<file path="src/rtl/cpu_types_pkg.sv">
// ============================================================================
// Module  : cpu_types_pkg
// Brief   : Shared CPU datapath types plus hazard-tracking shadow records.
// Revision: 1.0 - initial release
// ============================================================================
`default_nettype none

package cpu_types_pkg;

    typedef logic [31:0] word_t;
    typedef logic [4:0]  regbits_t;
    typedef logic [5:0]  opcode_t;
    typedef logic [5:0]  funct_t;

    // Per-stage shadow of what the hazard unit needs to see
    typedef struct packed {
        regbits_t dest;
        logic     regwrite;
        logic     memread;
    } stage_t;

    typedef struct packed {
        regbits_t    rs;
        regbits_t    rt;
        funct_t      funct;
        stage_t      ctl;
        logic [1:0]  alusrc;
    } idex_t;

    // sll $0, $0, 0
    localparam word_t BUBBLE_INSTR = 32'h0000_0000;

endpackage

`default_nettype wire

</file>
<file path="src/rtl/hazard_stage_reg.sv">
// ============================================================================
// Module  : hazard_stage_reg
// Brief   : Generic pipeline latch; reset/flush load a bubble, stall holds.
// Revision: 1.0 - initial release
// ============================================================================
`default_nettype none

module hazard_stage_reg #(
    parameter int             W      = 8,
    parameter logic [W-1:0]   BUBBLE = '0
) (
    input  logic         CLK,
    input  logic         nRST,
    input  logic         stall_i,
    input  logic         flush_i,
    input  logic [W-1:0] d_i,
    output logic [W-1:0] q_o
);

    always_ff @(posedge CLK) begin
        if (!nRST || flush_i) begin
            q_o <= BUBBLE;
        end else if (!stall_i) begin
            q_o <= d_i;
        end
    end

endmodule

`default_nettype wire

</file>
<file path="src/rtl/hazard_track.sv">
// ============================================================================
// Module  : hazard_track
// Brief   : IF/ID latch and EX/MEM/WB shadow registers feeding the hazard unit.
// Revision: 1.0 - initial release
// ============================================================================
`default_nettype none

module hazard_track
    import cpu_types_pkg::*;
#(
    parameter int CNT_W = 16
) (
    input  logic             CLK,
    input  logic             nRST,
    input  logic [31:0]      instr_in,
    input  logic [4:0]       dec_dest,
    input  logic             dec_regwrite,
    input  logic             dec_memread,
    input  logic [1:0]       dec_alusrc,
    input  logic             fetch_stall,
    input  logic             fetch_flush,
    input  logic             decode_stall,
    input  logic             decode_flush,
    input  logic             execute_stall,
    input  logic             execute_flush,
    input  logic             memory_stall,
    input  logic             memory_flush,
    input  logic             PCStall,
    output logic [31:0]      instr_id,
    output logic [4:0]       rs,
    output logic [4:0]       rt,
    output logic [5:0]       opcode,
    output logic [4:0]       rs_f,
    output logic [4:0]       rt_f,
    output logic [5:0]       rfunct,
    output logic [1:0]       ALUSrc,
    output logic [4:0]       execDest,
    output logic [4:0]       memDest,
    output logic [4:0]       wbDest,
    output logic             writeReg_exec,
    output logic             writeReg_mem,
    output logic             writeReg_wb,
    output logic             MemRead_Ex,
    output logic             MemRead_Mem,
    output logic [CNT_W-1:0] stall_cnt,
    output logic [CNT_W-1:0] flush_cnt
);

    localparam int MEMWB_W = $bits(regbits_t) + 1;

    word_t               ifid_q;
    idex_t               idex_d, idex_q;
    stage_t              exmem_q;
    logic [MEMWB_W-1:0]  memwb_d, memwb_q;
    logic [CNT_W-1:0]    stall_cnt_d, stall_cnt_q;
    logic [CNT_W-1:0]    flush_cnt_d, flush_cnt_q;
    logic                any_flush;

    hazard_stage_reg #(.W($bits(word_t)), .BUBBLE(BUBBLE_INSTR)) u_ifid (
        .CLK(CLK), .nRST(nRST), .stall_i(fetch_stall), .flush_i(fetch_flush),
        .d_i(instr_in), .q_o(ifid_q)
    );

    // $zero is never a forwarding source, so its write-enable is dropped here
    always_comb begin
        idex_d              = '0;
        idex_d.rs           = ifid_q[25:21];
        idex_d.rt           = ifid_q[20:16];
        idex_d.funct        = ifid_q[5:0];
        idex_d.ctl.dest     = dec_dest;
        idex_d.ctl.regwrite = dec_regwrite && (dec_dest != 5'd0);
        idex_d.ctl.memread  = dec_memread;
        idex_d.alusrc       = dec_alusrc;
    end

    hazard_stage_reg #(.W($bits(idex_t))) u_idex (
        .CLK(CLK), .nRST(nRST), .stall_i(decode_stall), .flush_i(decode_flush),
        .d_i(idex_d), .q_o(idex_q)
    );

    hazard_stage_reg #(.W($bits(stage_t))) u_exmem (
        .CLK(CLK), .nRST(nRST), .stall_i(execute_stall), .flush_i(execute_flush),
        .d_i(idex_q.ctl), .q_o(exmem_q)
    );

    assign memwb_d = {exmem_q.dest, exmem_q.regwrite};

    hazard_stage_reg #(.W(MEMWB_W)) u_memwb (
        .CLK(CLK), .nRST(nRST), .stall_i(memory_stall), .flush_i(memory_flush),
        .d_i(memwb_d), .q_o(memwb_q)
    );

    assign any_flush = fetch_flush | decode_flush | execute_flush | memory_flush;

    always_comb begin
        stall_cnt_d = stall_cnt_q;
        flush_cnt_d = flush_cnt_q;
        if (PCStall && (stall_cnt_q != {CNT_W{1'b1}})) begin
            stall_cnt_d = stall_cnt_q + CNT_W'(1);
        end
        if (any_flush && (flush_cnt_q != {CNT_W{1'b1}})) begin
            flush_cnt_d = flush_cnt_q + CNT_W'(1);
        end
    end

    always_ff @(posedge CLK) begin
        if (!nRST) begin
            stall_cnt_q <= '0;
            flush_cnt_q <= '0;
        end else begin
            stall_cnt_q <= stall_cnt_d;
            flush_cnt_q <= flush_cnt_d;
        end
    end

    assign instr_id      = ifid_q;
    assign rs            = ifid_q[25:21];
    assign rt            = ifid_q[20:16];
    assign opcode        = ifid_q[31:26];
    assign rs_f          = idex_q.rs;
    assign rt_f          = idex_q.rt;
    assign rfunct        = idex_q.funct;
    assign ALUSrc        = idex_q.alusrc;
    assign execDest      = idex_q.ctl.dest;
    assign writeReg_exec = idex_q.ctl.regwrite;
    assign MemRead_Ex    = idex_q.ctl.memread;
    assign memDest       = exmem_q.dest;
    assign writeReg_mem  = exmem_q.regwrite;
    assign MemRead_Mem   = exmem_q.memread;
    assign wbDest        = memwb_q[MEMWB_W-1:1];
    assign writeReg_wb   = memwb_q[0];
    assign stall_cnt     = stall_cnt_q;
    assign flush_cnt     = flush_cnt_q;

endmodule

`default_nettype wire

</file>
<file path="config.mk">
export PLATFORM = sky130hd
export DESIGN_NAME = hazard_track
export DESIGN_NICKNAME = d
export VERILOG_FILES = /design/src/rtl/cpu_types_pkg.sv /design/src/rtl/hazard_stage_reg.sv /design/src/rtl/hazard_track.sv
export SDC_FILE = /design/constraint.sdc
export NUM_CORES = 1
export LEC_CHECK = 0
export ABC_CLOCK_PERIOD_IN_PS = 1600
export BUFFER_PORTS_ARGS = -buffer_cell sky130_fd_sc_hd__buf_2
export CORE_MARGIN = 3
export CORE_UTILIZATION = 44
export CTS_BUF_LIST = sky130_fd_sc_hd__clkbuf_16
export CTS_CLUSTER_DIAMETER = 50
export DETAILED_ROUTE_END_ITERATION = 12
export PLACE_DENSITY = 0.83
export SYNTH_ARGS = -nofsm -noshare
export SYNTH_HDL_FRONTEND = slang
export SYNTH_HIERARCHICAL = 1
export SYNTH_SLANG_ARGS = --single-unit
</file>
<file path="constraint.sdc">
create_clock -name CLK -period 1.6 [get_ports CLK]
set_input_delay 0 -clock CLK [delete_from_list [all_inputs] [get_ports CLK]]
set_output_delay 0 -clock CLK [all_outputs]
set_load 0.01 [all_outputs]
</file>
After elaboration in Yosys (flattened, before gate mapping)
Cells that the tools add are included.
- output and inout bits: 118
- input port bits: 52
- bits in registers: 102
- word-level logic and storage cells: 22
- eq/ne operators: 2
- bitwise gates (word level): 3
- reductions and logical operators: 9
- add/sub/neg operators: 2
- operator list (kind ; count):
    $add A16 B1 Y16 const B ; 2
    $ne A16 B16 Y1 const B ; 2
    $reduce_bool A5 Y1 ; 1
    $logic_or A1 B1 Y1 ; 4
    $logic_and A1 B1 Y1 ; 3
    $or A1 B1 Y1 ; 3
    $logic_not A1 Y1 ; 1

Longest topological paths before layout
- depth in word-level cells: 4
- depth in mapped cells: 6
- mapped depth without buffers: 5

By module
Netlist, hierarchy kept.
- by module, submodules not included (module ; area an instance (um^2) ; seq. area each (um^2) ; times used ; cells each):
    hazard_track ; 1856.8 ; 640.6 ; 1 ; 222
    hazard_stage_reg (u_ifid) ; 1173.6 ; 640.6 ; 1 ; 104
    hazard_stage_reg (u_idex) ; 929.6 ; 500.5 ; 1 ; 82
    hazard_stage_reg (u_exmem) ; 254.0 ; 140.1 ; 1 ; 23
    hazard_stage_reg (u_memwb) ; 220.2 ; 120.1 ; 1 ; 20

Worst setup path after synthesis
OpenSTA, ideal clock, no wires.
- path kind: register to register
- start: register flush_cnt_q[0], in the netlist flush_cnt[0]
- end: register flush_cnt_q[14], in the netlist flush_cnt[14]
- buffers on the path: 1
- clock period less this slack: 1893 ps
- setup slack: -293 ps
- stages on the path, launching flop included: 7
- arrival time: 1823 ps
- path through: dfxtp_1 > ha_1 > nand3_2 > or3_1 > buf_2 > or4_1 > a21oi_1
- cells in the longest elaborated chain, start to end: 2
- RTL lines (element ; line ; source):
    start: declaration ; hazard_track.sv:56 ; logic [CNT_W-1:0] flush_cnt_d, flush_cnt_q;
    start signal: assignment ; hazard_track.sv:112 ; flush_cnt_q <= flush_cnt_d;
    parallel branches: the longest is 2 deep, another holds $add A16 B1 Y16 ; n/a ;
Several ways; the timed one is not identified.
A chain may end at the register's enable or synchronous reset.

Final worst setup path
- start: register flush_cnt_q[1], in the netlist flush_cnt[1]
- end: register flush_cnt_q[8], in the netlist flush_cnt[8]
The elaborated chain is that of the path after synthesis.

==> metrics <==
outcome=finished with violations; failing checks=negative setup slack; diodes inserted=0; largest family of logic cells by synthesized area=simple AND/OR/NAND/NOR gates; post-synthesis sequential area ratio=46.0%; worst vdd ir=0.601 mV; Hold Crit Depth=4; Worst-Skew Late Latency=0.34 ns; Final #Nets=724; xor/xnor share of the synthesized area=0%; die area=0.0113 mm2; Max Cap Viol=0; Die Width=106 um; ys flop type=dfxtp_1; CP endpoint kind=register; RR Startpoint=flush_cnt[1]; initial antenna violation count=0; RD Place Congestion=0.901; most frequent cells after synthesis=102 x dfxtp_1, 77 x mux2i_1, 73 x nor2_1; Mapped Area=0.00443 mm2; crit path max fanout=6; Post-Syn Nets=505; Root Buffer=clkbuf_16; post-synthesis average cell area=9.83 um2; drt drc=0; largest net degree at the start of global routing=33; Synth top area share=46.0%; FF/Latch Area=0.00206 mm2; Ys Warns=6; Mapped Cells=451; fin. max-slew vios=0; Total GRT Usage=21.5%; RSZ-0062 raised after global routing=true; pwr dens=918 mW/mm2; Leak Pwr=0.00301 uW; via count=4,169; Least-Margin Pin Slew=0.628 ns; DP Wirelength=8310 um; #FFs+latches synth=102; drt first-iter violations=173; Worst Min Path Start=dec_regwrite; first-pass GRT wire length=19,700 um; min Tclk post-route=1.62 ns; iteration count of the initial detailed-routing pass=4; CTS clk-pin slew, worst paths=0.07 ns; post-synthesis mux area share=17.4%; Worst Skew=0.00569 ns; core area=0.00977 mm2; top-count cell post-synth=dfxtp_1; ANT nets after route=0; vias in the first global route=4,150; num rows=36; CTS tree=built; number of flops mapped to enable cells by yosys=0; IO buf count=169; total congestion overflow=0; Required @ worst endpoint=1.87 ns; Final Cycle Share=101%; Die Ht=106 um; final std cells w/o fill=808; R2R Setup Slk=-0.02 ns; vias per cell=5.16; critical path class=reg -> reg; top post-synthesis cells by area=dfxtp_1 46%, mux2i_1 17%, nor2_1 6.2%, buf_4 2.7%, a21oi_1 2.3%; # fillers=788; synth unique cells=42; Syn-to-layout area delta=41.9%; metal3 WL=637 um; layout cells sized above 1=37.0%; Adder-Cell Fraction of Synth Area=0.564%; Post-Route WL=12,400 um; Final Hold Violating Endpoints=0; Setup crit start=flush_cnt[1]; Synth async-reset ratio=0%; CP Launch Type=register; Slew Limit Headroom=57.8%; Placed Cells=751; WP data arrival=1.89 ns; clk sinks=102; worst hold path type=in -> reg; num ports=170; fmax=619 MHz; dominant cell type by area after synthesis=dfxtp_1; Starting Density=45.4%; Setup violations, final=2; Multi-input gate area=0.00213 mm2; drt wl/cell=15.3 um; pre-CTS setup slack=-0.0565 ns; cell count of the worst reg-to-reg path=5; top layer in use=met4; cts bufs inserted=9; Synth Area in Compound Gates=6.94%; H-tree depth=3; post-synthesis simple-gate area fraction=20.8%; final worst slack=-0.0153 ns; met2 WL=6410 um; Max clock buf depth=2; Post-Route M1 WL=5150 um
## cell type report
class / count / area share, %
timing repair buffer: 247 / 24.6
multi-input combinational: 303 / 33.9
sequential: 102 / 32.8
clock inverter: 5 / 1.35
inverter: 7 / 0.418
tap: 133 / 2.64
clock buffer: 11 / 4.37
## report_power, final
part	leakage (uW)	switching, uW	total [uW]	internal (uW)
Clock	0.000173	970	2540	1570
Sequential	0.000831	54.6	2650	2600
Combinational	0.00200	287	584	297
Total	0.00301	1310	5780	4470
## worst paths after layout
check / endpoint
max: flush_cnt[8]
min: u_idex/q_o[3]
max reg2reg: flush_cnt[8]
min reg2reg: stall_cnt[7]
## registers in the layout, summed over array words and instances (netlist names)
register / flops
u_memwb/q_o: 6
u_exmem/q_o: 7
stall_cnt: 16
u_ifid/q_o: 32
flush_cnt: 16
u_idex/q_o: 25
## cells in the final DEF (no fill, tap or decap), types with 2 or more instances in the layout
cell	instances
buf_2	169
nor2_1	73
a211oi_1	3
mux2i_1	77
o31ai_1	9
nand2_1	18
bufinv_16	2
dlygate4sd3_1	40
nor4_1	4
inv_1	7
a21oi_1	17
a31oi_1	2
dfxtp_2	3
nand3b_1	2
o31ai_2	2
nand4_1	9
dfxtp_4	4
a21oi_2	3
or3_1	6
dfxtp_1	95
or4_4	2
clkbuf_16	11
nand3_1	14
ha_4	2
nand2b_1	10
and4_1	3
nand3_4	2
nor3_1	5
o21ai_0	5
and3_1	5
buf_4	36
or4_1	10
o2111ai_1	2
nor4_4	3
## stage by stage
step | util (%) | hold WS, ns | power (uW) | cell area [um2] | setup TNS (ns)
after CTS | 63.7 | 0.00956 | 5810 | 6230 | -0.000117
after detailed placement | 55.7 | 0.238 | 3200 | 5450 | -0.184
after global placement | 55.7 | 0.230 | 3170 | 5450 | -0.0587
after global routing | 64.4 | 0.0507 | 6000 | 6290 | -0.185
final | 64.4 | 0.0556 | 5780 | 6290 | -0.0178
after floorplan | - | 0.144 | 3040 | 4500 | -0.282
## cell families after synthesis
logic type | count (synthesis)
AO/OA/AOI/OAI | 49
adder cells (fa/ha/maj) | 2
buffers and inverters | 46
flip-flops | 102
multiplexers | 77
AND/OR/NAND/NOR | 175
## timing repair
item / 4_1_cts / 5_1_grt
pin swaps: 4 / 5
gates resized for setup: 6 / 12
setup buffers: 1 / 1
hold buffers: 40 / 0
endpoints found under the setup margin: 5 / 18
cloned: 0 / 0
endpoints found under the hold margin: 40 / 0
## routing by layer
metal / GRT usage (%) / up-vias
met5: 0 / -
li1: - / 2034
met3: 3.95 / 16
met1: 24.7 / 1965
met2: 39.3 / 154
met4: 8.33 / 0
## critical path, stage by stage (launching register included)
cell,delay (ns)
dfxtp_4,0.36
ha_4,0.15
nand3_4,0.08
or3_4,0.41
or4_1,0.43
a21oi_2,0.13
(Power assumes the default switching activity.)
